File: src/rtl/secant_search.sv
// Secant-method search that drives i_ref until measured_q matches desired_q.
// Optional bisection fallback on a zero denominator or an out-of-range step: SECANT_BISECT_FALLBACK_EN.
module secant_search #(
    parameter int WIDTH    = 10,
    parameter int TOL      = 30,
    parameter int MAX_ITER = 8,
    parameter int ITW      = 4
) (
    input  logic             clk,
    input  logic             rst,
    input  logic             start,
    input  logic [WIDTH-1:0] desired_q,
    input  logic [WIDTH-1:0] init_a,
    input  logic [WIDTH-1:0] init_b,
    input  logic [WIDTH-1:0] measured_q,
    input  logic             meas_valid,
    output logic [WIDTH-1:0] i_ref,
    output logic             ref_valid,
    output logic             busy,
    output logic             done,
    output logic             converged,
    output logic             fail,
    output logic [ITW-1:0]   iter_count,
    output logic [3:0]       state_dbg
);

    localparam int EW  = WIDTH + 1;
    localparam int DW  = WIDTH + 2;
    localparam int PW  = 2 * WIDTH + 2;
    localparam int NW  = 2 * WIDTH + 1;
    localparam int CW  = 2 * WIDTH + 3;
    localparam int DCW = $clog2(NW);

    typedef enum logic [3:0] {
        S_IDLE   = 4'd0,
        S_SET_A  = 4'd1,
        S_WAIT_A = 4'd2,
        S_SET_B  = 4'd3,
        S_WAIT_B = 4'd4,
        S_CHECK  = 4'd5,
        S_DIV    = 4'd6,
        S_UPDATE = 4'd7,
        S_FINISH = 4'd8
    } state_t;

    state_t state_q, state_d;

    logic [WIDTH-1:0]       a_q, a_d, b_q, b_d, dq_q, dq_d, iref_q, iref_d;
    logic signed [EW-1:0]   fa_q, fa_d, fb_q, fb_d;
    logic                   rv_q, rv_d, conv_q, conv_d, fail_q, fail_d, neg_q, neg_d;
    logic [ITW-1:0]         iter_q, iter_d;
    logic [NW-1:0]          num_q, num_d;
    logic [EW-1:0]          den_q, den_d, rem_q, rem_d;
    logic [DCW-1:0]         cnt_q, cnt_d;

    // Handshake: ref_valid pulses for one cycle with the new i_ref; a measurement is
    // accepted only in WAIT_* when meas_valid=1 and ref_valid is not high in that cycle.
    logic                   accept;
    logic signed [EW-1:0]   err, diff_ba;
    logic [EW-1:0]          abs_fb;
    logic                   fb_small, iter_max, den_zero;
    logic signed [PW-1:0]   prod;
    logic [PW-1:0]          prod_mag;
    logic signed [DW-1:0]   den_s;
    logic [DW-1:0]          den_mag;
    logic [EW:0]            rem_sh, rem_sub;
    logic                   sub_ok;
    logic signed [CW-1:0]   quot_ext, q_s, c_full;
    logic                   c_lo, c_hi, no_prog;
    logic [WIDTH-1:0]       c_clamp, c_next;
    logic                   unused_bits;

    assign accept   = meas_valid && !rv_q;
    assign err      = $signed({1'b0, measured_q}) - $signed({1'b0, dq_q});
    assign diff_ba  = $signed({1'b0, b_q}) - $signed({1'b0, a_q});
    assign abs_fb   = fb_q[EW-1] ? -fb_q : fb_q;
    assign fb_small = abs_fb < EW'(TOL);
    assign iter_max = iter_q == ITW'(MAX_ITER);
    assign den_zero = fb_q == fa_q;

    assign prod     = PW'(fb_q) * PW'(diff_ba);
    assign prod_mag = prod[PW-1] ? -prod : prod;
    assign den_s    = {fb_q[EW-1], fb_q} - {fa_q[EW-1], fa_q};
    assign den_mag  = den_s[DW-1] ? -den_s : den_s;

    // Restoring division: one quotient bit per cycle, quotient shifts into num_q.
    assign rem_sh   = {rem_q, num_q[NW-1]};
    assign sub_ok   = rem_sh >= {1'b0, den_q};
    assign rem_sub  = rem_sh - {1'b0, den_q};

    assign quot_ext = $signed(CW'(num_q));
    assign q_s      = neg_q ? -quot_ext : quot_ext;
    assign c_full   = $signed(CW'(b_q)) - q_s;
    assign c_lo     = c_full[CW-1];
    assign c_hi     = !c_lo && (|c_full[CW-2:WIDTH]);
    assign c_clamp  = c_lo ? '0 : (c_hi ? '1 : c_full[WIDTH-1:0]);

`ifdef SECANT_BISECT_FALLBACK_EN
    logic             bis_q, bis_d;
    logic [WIDTH:0]   mid_sum;
    logic             unused_mid;
    assign mid_sum    = {1'b0, a_q} + {1'b0, b_q};
    assign unused_mid = mid_sum[0];
    assign c_next     = (bis_q || c_lo || c_hi) ? mid_sum[WIDTH:1] : c_full[WIDTH-1:0];
`else
    assign c_next     = c_clamp;
`endif

    assign no_prog     = c_next == b_q;
    assign unused_bits = ^{prod_mag[PW-1], den_mag[DW-1], rem_sub[EW]};

    always_ff @(posedge clk or negedge rst) begin
        if (!rst) begin
            state_q <= S_IDLE;
            a_q     <= '0;
            b_q     <= '0;
            dq_q    <= '0;
            iref_q  <= '0;
            fa_q    <= '0;
            fb_q    <= '0;
            rv_q    <= 1'b0;
            conv_q  <= 1'b0;
            fail_q  <= 1'b0;
            neg_q   <= 1'b0;
            iter_q  <= '0;
            num_q   <= '0;
            den_q   <= '0;
            rem_q   <= '0;
            cnt_q   <= '0;
`ifdef SECANT_BISECT_FALLBACK_EN
            bis_q   <= 1'b0;
`endif
        end else begin
            state_q <= state_d;
            a_q     <= a_d;
            b_q     <= b_d;
            dq_q    <= dq_d;
            iref_q  <= iref_d;
            fa_q    <= fa_d;
            fb_q    <= fb_d;
            rv_q    <= rv_d;
            conv_q  <= conv_d;
            fail_q  <= fail_d;
            neg_q   <= neg_d;
            iter_q  <= iter_d;
            num_q   <= num_d;
            den_q   <= den_d;
            rem_q   <= rem_d;
            cnt_q   <= cnt_d;
`ifdef SECANT_BISECT_FALLBACK_EN
            bis_q   <= bis_d;
`endif
        end
    end

    always_comb begin
        state_d = state_q;
        case (state_q)
            S_IDLE:   if (start) state_d = S_SET_A;
            S_SET_A:  state_d = S_WAIT_A;
            S_WAIT_A: if (accept) state_d = S_SET_B;
            S_SET_B:  state_d = S_WAIT_B;
            S_WAIT_B: if (accept) state_d = S_CHECK;
            S_CHECK: begin
                if (fb_small || iter_max) begin
                    state_d = S_FINISH;
                end else if (den_zero) begin
`ifdef SECANT_BISECT_FALLBACK_EN
                    state_d = S_UPDATE;
`else
                    state_d = S_FINISH;
`endif
                end else begin
                    state_d = S_DIV;
                end
            end
            S_DIV:    if (cnt_q == DCW'(NW - 1)) state_d = S_UPDATE;
            S_UPDATE: state_d = no_prog ? S_FINISH : S_SET_B;
            S_FINISH: state_d = S_IDLE;
            default:  state_d = S_IDLE;
        endcase
    end

    always_comb begin
        a_d    = a_q;
        b_d    = b_q;
        dq_d   = dq_q;
        iref_d = iref_q;
        fa_d   = fa_q;
        fb_d   = fb_q;
        rv_d   = 1'b0;
        conv_d = conv_q;
        fail_d = fail_q;
        neg_d  = neg_q;
        iter_d = iter_q;
        num_d  = num_q;
        den_d  = den_q;
        rem_d  = rem_q;
        cnt_d  = cnt_q;
`ifdef SECANT_BISECT_FALLBACK_EN
        bis_d  = bis_q;
`endif
        case (state_q)
            S_IDLE: begin
                if (start) begin
                    dq_d   = desired_q;
                    a_d    = init_a;
                    b_d    = init_b;
                    conv_d = 1'b0;
                    fail_d = 1'b0;
                    iter_d = '0;
                end
            end
            S_SET_A: begin
                iref_d = a_q;
                rv_d   = 1'b1;
            end
            S_WAIT_A: if (accept) fa_d = err;
            S_SET_B: begin
                iref_d = b_q;
                rv_d   = 1'b1;
            end
            S_WAIT_B: if (accept) fb_d = err;
            S_CHECK: begin
                if (fb_small) begin
                    conv_d = 1'b1;
                end else if (iter_max) begin
                    fail_d = 1'b1;
                end else if (den_zero) begin
`ifdef SECANT_BISECT_FALLBACK_EN
                    bis_d  = 1'b1;
`else
                    fail_d = 1'b1;
`endif
                end else begin
                    num_d = prod_mag[NW-1:0];
                    den_d = den_mag[EW-1:0];
                    rem_d = '0;
                    neg_d = prod[PW-1] ^ den_s[DW-1];
                    cnt_d = '0;
`ifdef SECANT_BISECT_FALLBACK_EN
                    bis_d = 1'b0;
`endif
                end
            end
            S_DIV: begin
                rem_d = sub_ok ? rem_sub[EW-1:0] : rem_sh[EW-1:0];
                num_d = {num_q[NW-2:0], sub_ok};
                cnt_d = cnt_q + 1'b1;
            end
            S_UPDATE: begin
                a_d    = b_q;
                fa_d   = fb_q;
                b_d    = c_next;
                iter_d = iter_q + 1'b1;
                if (no_prog) fail_d = 1'b1;
            end
            default: ;
        endcase
    end

    always_comb begin
        busy       = (state_q != S_IDLE) && (state_q != S_FINISH);
        done       = state_q == S_FINISH;
        i_ref      = iref_q;
        ref_valid  = rv_q;
        converged  = conv_q;
        fail       = fail_q;
        iter_count = iter_q;
        state_dbg  = state_q;
    end

endmodule

File: config.mk
export PLATFORM = sky130hd
export DESIGN_NAME = secant_search
export DESIGN_NICKNAME = d
export VERILOG_FILES = /design/src/rtl/secant_search.sv
export SDC_FILE = /design/constraint.sdc
export NUM_CORES = 1
export LEC_CHECK = 0
export ABC_AREA = 1
export BUFFER_PORTS_ARGS = -buffer_cell sky130_fd_sc_hd__buf_2
export CAP_MARGIN = 20
export CORE_MARGIN = 2
export CORE_UTILIZATION = 65
export DETAILED_ROUTE_END_ITERATION = 10
export GPL_ROUTABILITY_DRIVEN = 0
export PLACE_DENSITY_LB_ADDON = 0.05
export SYNTH_ARGS = -nofsm -noshare
export SYNTH_HDL_FRONTEND = slang
export SYNTH_SLANG_ARGS = --single-unit
File: constraint.sdc
create_clock -name clk -period 21.9 [get_ports clk]
set_input_delay 4.38 -clock clk [delete_from_list [all_inputs] [get_ports clk]]
set_output_delay 4.38 -clock clk [all_outputs]
set_load 0.03 [all_outputs]
==> results.txt, run 1 <==
----------------------------------------------------
[Critical path]
  Crit path top cell by count ... sky130_fd_sc_hd__nand2_1
  Critical register-to-register path endpoint ... num_q[17]
  Length in cells of the worst reg-to-reg path ... 41
  Library cell contributing the largest single delay on the critical path ... sky130_fd_sc_hd__fa_1
  R2R setup slack ... approximately 13 ns
  Max FO, Critical Path ... 15
  Source of the critical timing path ... b_q[0]
  CP Launch Type ... flip-flop
  Arrival @ worst endpoint ... 9.11 ns
  Crit path kind ... reg -> reg
  Worst reg2reg path startpoint ... b_q[0]
  Critical path destination ... num_q[17]
  Required time at the worst-slack endpoint ... between 20 and 25 ns
  Kind of capture point of the worst setup path ... flip-flop
  Maximum single-stage delay on the critical path ... 0.54 ns

[Timing]
  Final-layout setup total negative slack ... 0 ns
  Number of max-slew violations in the final report ... 0
  Final hold vios ... 0
  Final setup fails ... 0
  Fraction of the cycle the final worst path needs ... 0.400
  Normalized max-slew margin ... 0.342
  Slew at the pin closest to its max-slew limit ... about 0.99 ns
  Final Critical Period ... 8.76 ns
  Max Fclk ... ~0.11 GHz
  Worst-case clock skew ... around 0.010 ns
  Setup repair after global routing missed its margin ... false

[Detailed routing]
  Routed WL ... 36500 microns
  Via density ... 5.61
  Number of vias in the routed layout ... 12200
  Iter 0 DRT Violations ... about 800
  Mean routed wirelength per cell ... 16.7 microns
  DRC violation count after routing ... 0
  First drt pass iteration count ... 5
  Routed Antenna Nets ... 0

[Layout]
  Number of diodes ... 0
  Area growth syn-to-layout ... 8.17%
  Share of cells above drive strength 1 ... 0.0955
  Number of nets in the layout ... 2166
  Fillers ... 1720

[Synthesis]
  Gate count of the mapped netlist ... 1844
  Average cell area after synthesis ... 7.65 sq um
  Synthesis warning total ... 0
  Synth Area in Simple Gates ... 0.216
  Number of synthesized flops with an enable pin ... 0
  Adder-cell area share of the yosys netlist ... 0.268
  Seq/Total Area, Yosys ... 0.216
  Distinct cell type count of the synthesized netlist ... 54
  Largest family of logic cells by synthesized area ... adder cells
  Cell Area, Synth ... 0.0141 sq mm
  Main flop type after synthesis ... sky130_fd_sc_hd__dfrtp_1
  Number of flip-flops and latches in the synthesized netlist ... 122
  Post-synthesis mux area share ... 0.000709
  Compound-gate portion of the synthesized area ... 0.121
  Share of the synthesized netlist area taken by xor and xnor gates ... 0.0590
  Share of async-settable or async-resettable flops after synthesis ... 1.00
  Syn Nets ... approximately 2100

[GRT]
  Largest net degree at the start of global routing ... 76
  All-Layer GR Usage ... 0.332
  Vias in the first global route ... 11800
  First-pass GRT wire length ... 58400 microns
  Number of antenna violations at the first check in global routing ... 0
  Sum of overflow across all layers after global routing ... 0

[Clocking]
  Register clock-pin slew on the reported worst setup and hold paths ... 0.06 ns
  CTS root buf ... sky130_fd_sc_hd__clkbuf_16
  Number of buffers inserted to repair setup after CTS ... 0
  Quantity of gates resized following cts ... 0
  # clock sinks ... 122
  Clock latency at the later pin of the worst-skew pair ... 0.43 ns
  H-tree levels ... 4
  Total CTS buffers ... 17
  Buffer depth of the longest clock path ... 2
  Hold_buf cts ... 0
  CTS tree ... done

[Floorplanning]
  Initial standard-cell utilization of the core ... 0.667
  Number of placed I/O pins ... 67
  Die H ... 151 microns
  Number of rows created at floorplan ... 53
  Full die area ... 0.0229 sq mm
  Die W ... roughly 150 microns
  Floorplan core area ... 0.0212 sq mm

[Job]
  Max-Cap Viols ... 0

[Placement]
  IO Port Bufs ... 66
  Final HPWL from detailed placement ... 29000 microns

[Worst hold path]
  Path type of the worst min-delay path ... reg -> reg

[Outcome]
  Status ... finished clean

----------------------------------------------------
cells in the final DEF, fill, tap and decap left out, types with 11 or more instances in the layout:
cell type	count
sky130_fd_sc_hd__a21oi_1	77
sky130_fd_sc_hd__a22oi_1	11
sky130_fd_sc_hd__buf_2	65
sky130_fd_sc_hd__clkbuf_16	17
sky130_fd_sc_hd__dfrtp_1	122
sky130_fd_sc_hd__fa_1	122
sky130_fd_sc_hd__ha_1	107
sky130_fd_sc_hd__inv_1	381
sky130_fd_sc_hd__inv_2	11
sky130_fd_sc_hd__nand2_1	356
sky130_fd_sc_hd__nand2_2	20
sky130_fd_sc_hd__nand3_1	62
sky130_fd_sc_hd__nand4_1	22
sky130_fd_sc_hd__nor2_1	154
sky130_fd_sc_hd__nor3_1	15
sky130_fd_sc_hd__o21ai_0	86
sky130_fd_sc_hd__o21bai_1	11
sky130_fd_sc_hd__o221ai_1	42
sky130_fd_sc_hd__xnor2_1	28
sky130_fd_sc_hd__xor2_1	67
cells by family (layout without fill, tap and decap cells):
kind of cell | count (synthesis) | in the layout
flip-flops | 122 | 122
buffers and inverters | 443 | 505
AO/OA/AOI/OAI | 274 | 274
multiplexers | 1 | 1
AND/OR/NAND/NOR | 680 | 680
adder cells (fa/ha/maj) | 229 | 229
XOR/XNOR | 95 | 95
cell usage after synthesis, types with 22 or more instances:
library cell | number | area share
sky130_fd_sc_hd__o221ai_1 | 42 | 0.026
sky130_fd_sc_hd__nand3_1 | 62 | 0.022
sky130_fd_sc_hd__clkbuf_1 | 35 | 0.0093
sky130_fd_sc_hd__dfrtp_1 | 122 | 0.22
sky130_fd_sc_hd__a21oi_1 | 77 | 0.027
sky130_fd_sc_hd__inv_1 | 381 | 0.10
sky130_fd_sc_hd__nor2_1 | 154 | 0.041
sky130_fd_sc_hd__xor2_1 | 67 | 0.042
sky130_fd_sc_hd__fa_1 | 122 | 0.17
sky130_fd_sc_hd__ha_1 | 107 | 0.095
sky130_fd_sc_hd__xnor2_1 | 28 | 0.017
sky130_fd_sc_hd__nand2_1 | 356 | 0.095
sky130_fd_sc_hd__o21ai_0 | 86 | 0.031
sky130_fd_sc_hd__nand4_1 | 22 | 0.0098
layout make-up:
cell class	count	area (sq um)	share of cell area
clock buffer	17	425	0.0279
clock inverter	15	188	0.0123
inverter	401	1510	0.0986
multi-input combinational	1279	9370	0.614
sequential	122	3050	0.200
tap	275	344	0.0225
timing repair buffer	72	378	0.0248
through the flow:
| stage | cell area (sq um) | utilization | cells | hold slack, ns | setup slack [ns] |
|---|---|---|---|---|---|
| final | 15300 | 0.722 | 2181 | 0.482 | 13.14 |
| after global routing | 15300 | 0.722 | 2181 | 0.507 | 12.48 |
| after CTS | 15300 | 0.722 | 2181 | 0.488 | 13.21 |
| after detailed placement | 14700 | 0.693 | 2149 | 0.471 | 13.24 |
| after global placement | 14700 | 0.693 | 2149 | 0.467 | 13.50 |
| after floorplan | 14100 | - | 1844 | 0.453 | 14.51 |
how the worst min path moves through the flow:
| stage | startpoint | end | slack (ns) | depth (start not counted) |
|---|---|---|---|---|
| 6_report | den_q[9] | den_q[9] | 0.48 | 2 |
| 5_1_grt | fa_q[9] | fa_q[9] | 0.51 | 2 |
| 4_1_cts | den_q[9] | den_q[9] | 0.49 | 2 |
| 3_5_place_dp | fail | fail | 0.47 | 2 |
| 3_3_place_gp | fail | fail | 0.47 | 2 |
| 2_1_floorplan | dq_q[0] | dq_q[0] | 0.45 | 2 |
state kept, by name (all words and copies together) (netlist names):
signal and cells:
num_q 21, fail 1, iter_count 4, fa_q 11
ref_valid 1, converged 1, rem_q 11, dq_q 10
den_q 11, state_dbg 4, fb_q 11, i_ref 10
neg_q 1, cnt_q 5, b_q 10, a_q 10
per-layer routing:
metal / vias to the layer above / GRT usage / share of wire
li1: 5902 / - / -
met5: - / 0 / 0
met2: 470 / 0.539 / 0.47
met1: 5779 / 0.439 / 0.42
met3: 91 / 0.0639 / 0.079
met4: 0 / 0.131 / 0.035
worst max-delay path, delay by kind of cell (launching register included):
family	cells	cell delay (ns)
xor gates and xnor gates	1	0.14
DFF	1	0.40
and+or+nand+nor	14	1.88
adders and majority gates	8	3.38
buffers and inverters	8	1.20
AOI/OAI and AO/OA	10	1.68
Power of run 1 is not shown: default switching activity piles up to over one toggle a cycle in this logic, so the estimate is an artifact.
==> run 2, diff against run 1 <==
Settings changed: CORE_UTILIZATION 65 to 64.
Clock period 21.9 ns to 8.2 ns, I/O delays scaled along.
==> results.txt, run 2 (synthesized netlist as in run 1, its figures left out) <==
----------------------------------------------------
[Critical path]
  Cell family with the largest share of critical-path delay ... adder cells
  Max FO, Critical Path ... 9
  Arrival @ worst endpoint ... 7.95 ns
  Maximum single-stage delay on the critical path ... 0.55 ns
  Crit path top cell by count ... sky130_fd_sc_hd__nand2_1
  Library cell contributing the largest single delay on the critical path ... sky130_fd_sc_hd__fa_1
  Crit path buffers/inverters ... 4
  CP Launch Type ... flip-flop
  Crit path kind ... reg -> reg
  Kind of capture point of the worst setup path ... flip-flop
  Required time at the worst-slack endpoint ... ~8.5 ns

[Layout]
  Most frequent cells in the layout ... sky130_fd_sc_hd__inv_1, sky130_fd_sc_hd__nand2_1, sky130_fd_sc_hd__nor2_1, sky130_fd_sc_hd__fa_1, sky130_fd_sc_hd__dfrtp_1
  Biggest register ... num_q
  Final core utilization ... 0.708
  Number of diodes ... 0
  Commonest non-fill, non-tap cell in the layout ... sky130_fd_sc_hd__inv_1
  Post-route insts no fill ... about 2200
  Share of cells above drive strength 1 ... 0.107
  Fillers ... 1798
  Number of nets in the layout ... between 2000 and 2500
  Area growth syn-to-layout ... 9.23%
  Number of flip-flops in the largest register ... 21

[GRT]
  Number of antenna violations at the first check in global routing ... 0
  Sum of overflow across all layers after global routing ... 0
  All-Layer GR Usage ... 0.321
  Vias in the first global route ... 12000
  Largest net degree at the start of global routing ... 74
  First-pass GRT wire length ... roughly 60000 microns

[Clocking]
  Buffer depth of the longest clock path ... 2
  Register clock-pin slew on the reported worst setup and hold paths ... approximately 0.070 ns
  CTS root buf ... sky130_fd_sc_hd__clkbuf_16
  # clock sinks ... 122
  Total CTS buffers ... 17
  H-tree levels ... 4
  Hold_buf cts ... 0
  CTS tree ... done
  Clock latency at the later pin of the worst-skew pair ... approximately 0.43 ns

[Floorplanning]
  Number of rows created at floorplan ... 54
  Floorplan core area ... 0.0218 sq mm
  Initial standard-cell utilization of the core ... 0.649
  Number of placed I/O pins ... 67
  Full die area ... 0.0233 sq mm
  Die W ... approximately 150 microns
  Die H ... 152 microns

[Timing]
  Max Fclk ... 0.130 GHz
  Number of max-slew violations in the final report ... 0
  Final hold vios ... 0
  Final Critical Period ... 7.68 ns
  Normalized max-slew margin ... 0.358
  Final-layout setup total negative slack ... 0 ns
  Slew at the pin closest to its max-slew limit ... 0.962 ns
  Final setup margin ... 0.516 ns
  Fraction of the cycle the final worst path needs ... 0.937
  Final setup fails ... 0
  Worst-case clock skew ... 0.0152 ns

[Placement]
  Final HPWL from detailed placement ... 29300 microns
  Pre-CTS WS ... 0.111 ns
  IO Port Bufs ... 66
  Cell Count Post-Placement ... approximately 2200

[Detailed routing]
  Routed Antenna Nets ... 0
  First drt pass iteration count ... 6
  DRC violation count after routing ... 0
  Iter 0 DRT Violations ... 922
  Routed WL ... 36700 microns
  Via density ... roughly 5.6
  Mean routed wirelength per cell ... 16.7 microns
  Number of vias in the routed layout ... ~12000

[Job]
  Max-Cap Viols ... 0

[Outcome]
  Status ... finished clean

[Worst hold path]
  Path type of the worst min-delay path ... reg -> reg

----------------------------------------------------
## run 2: changes by cell type in the layout (fill, tap and decap cells not counted), sizes merged
cell and delta:
buf +8, clkinv -2, clkbuf +1, clkinvlp +1
## run 2: area by class of cell
type	count	area, sq um	area share
flip-flops and latches	122	3050	0.198
inverters	401	1510	0.0979
clock buffers	18	429	0.0278
multi-input cells	1279	9440	0.612
repair buffers	80	450	0.0292
clock inverters	14	185	0.0120
well taps	280	350	0.0227
## run 2: through the flow
stage / cell area, sq um / hold slack, ns
6_report: 15400 / 0.474
3_3_place_gp: 14700 / 0.457
5_1_grt: 15400 / 0.515
3_5_place_dp: 14700 / 0.462
2_1_floorplan: 14100 / 0.453
4_1_cts: 15300 / 0.479
## run 2: worst reg2reg max path, delay by kind of cell, from the launching register on
kind                       cells  cell delay [ns]
xor gates and xnor gates       2             0.40
adders and majority gates      7             3.25
AOI/OAI and AO/OA              9             0.90
DFF                            1             0.47
and+or+nand+nor               16             2.25
buffers and inverters          4             0.28
## run 2: what timing repair did
item,CTS,global route
buffers inserted,0,2
gates resized for setup,0,18
setup endpoints to repair,0,21
## run 2: path summary, 6_finish.rpt
path                       cells past startpoint  slack [ns]   endpoint  startpoint
max                                           38        0.52  num_q[17]      b_q[2]
min                                            2        0.47       fail        fail
max reg2reg                                   38        0.52  num_q[17]      b_q[2]
min reg2reg                                    2        0.47       fail        fail
max in group asynchronous                      2        5.56    fb_q[7]         rst
min in group asynchronous                      1        1.23   rem_q[2]         rst
## run 2: layer usage
| layer | vias up | wire (microns) | global-route usage |
|---|---|---|---|
| met3 | 106 | 2970 | 0.0762 |
| met2 | 493 | 16900 | 0.511 |
| met1 | 5806 | 15500 | 0.429 |
| met4 | 0 | 1340 | 0.124 |
| met5 | - | 0 | 0 |
| li1 | 5934 | - | - |
Power of run 2 is left out for the same reason.
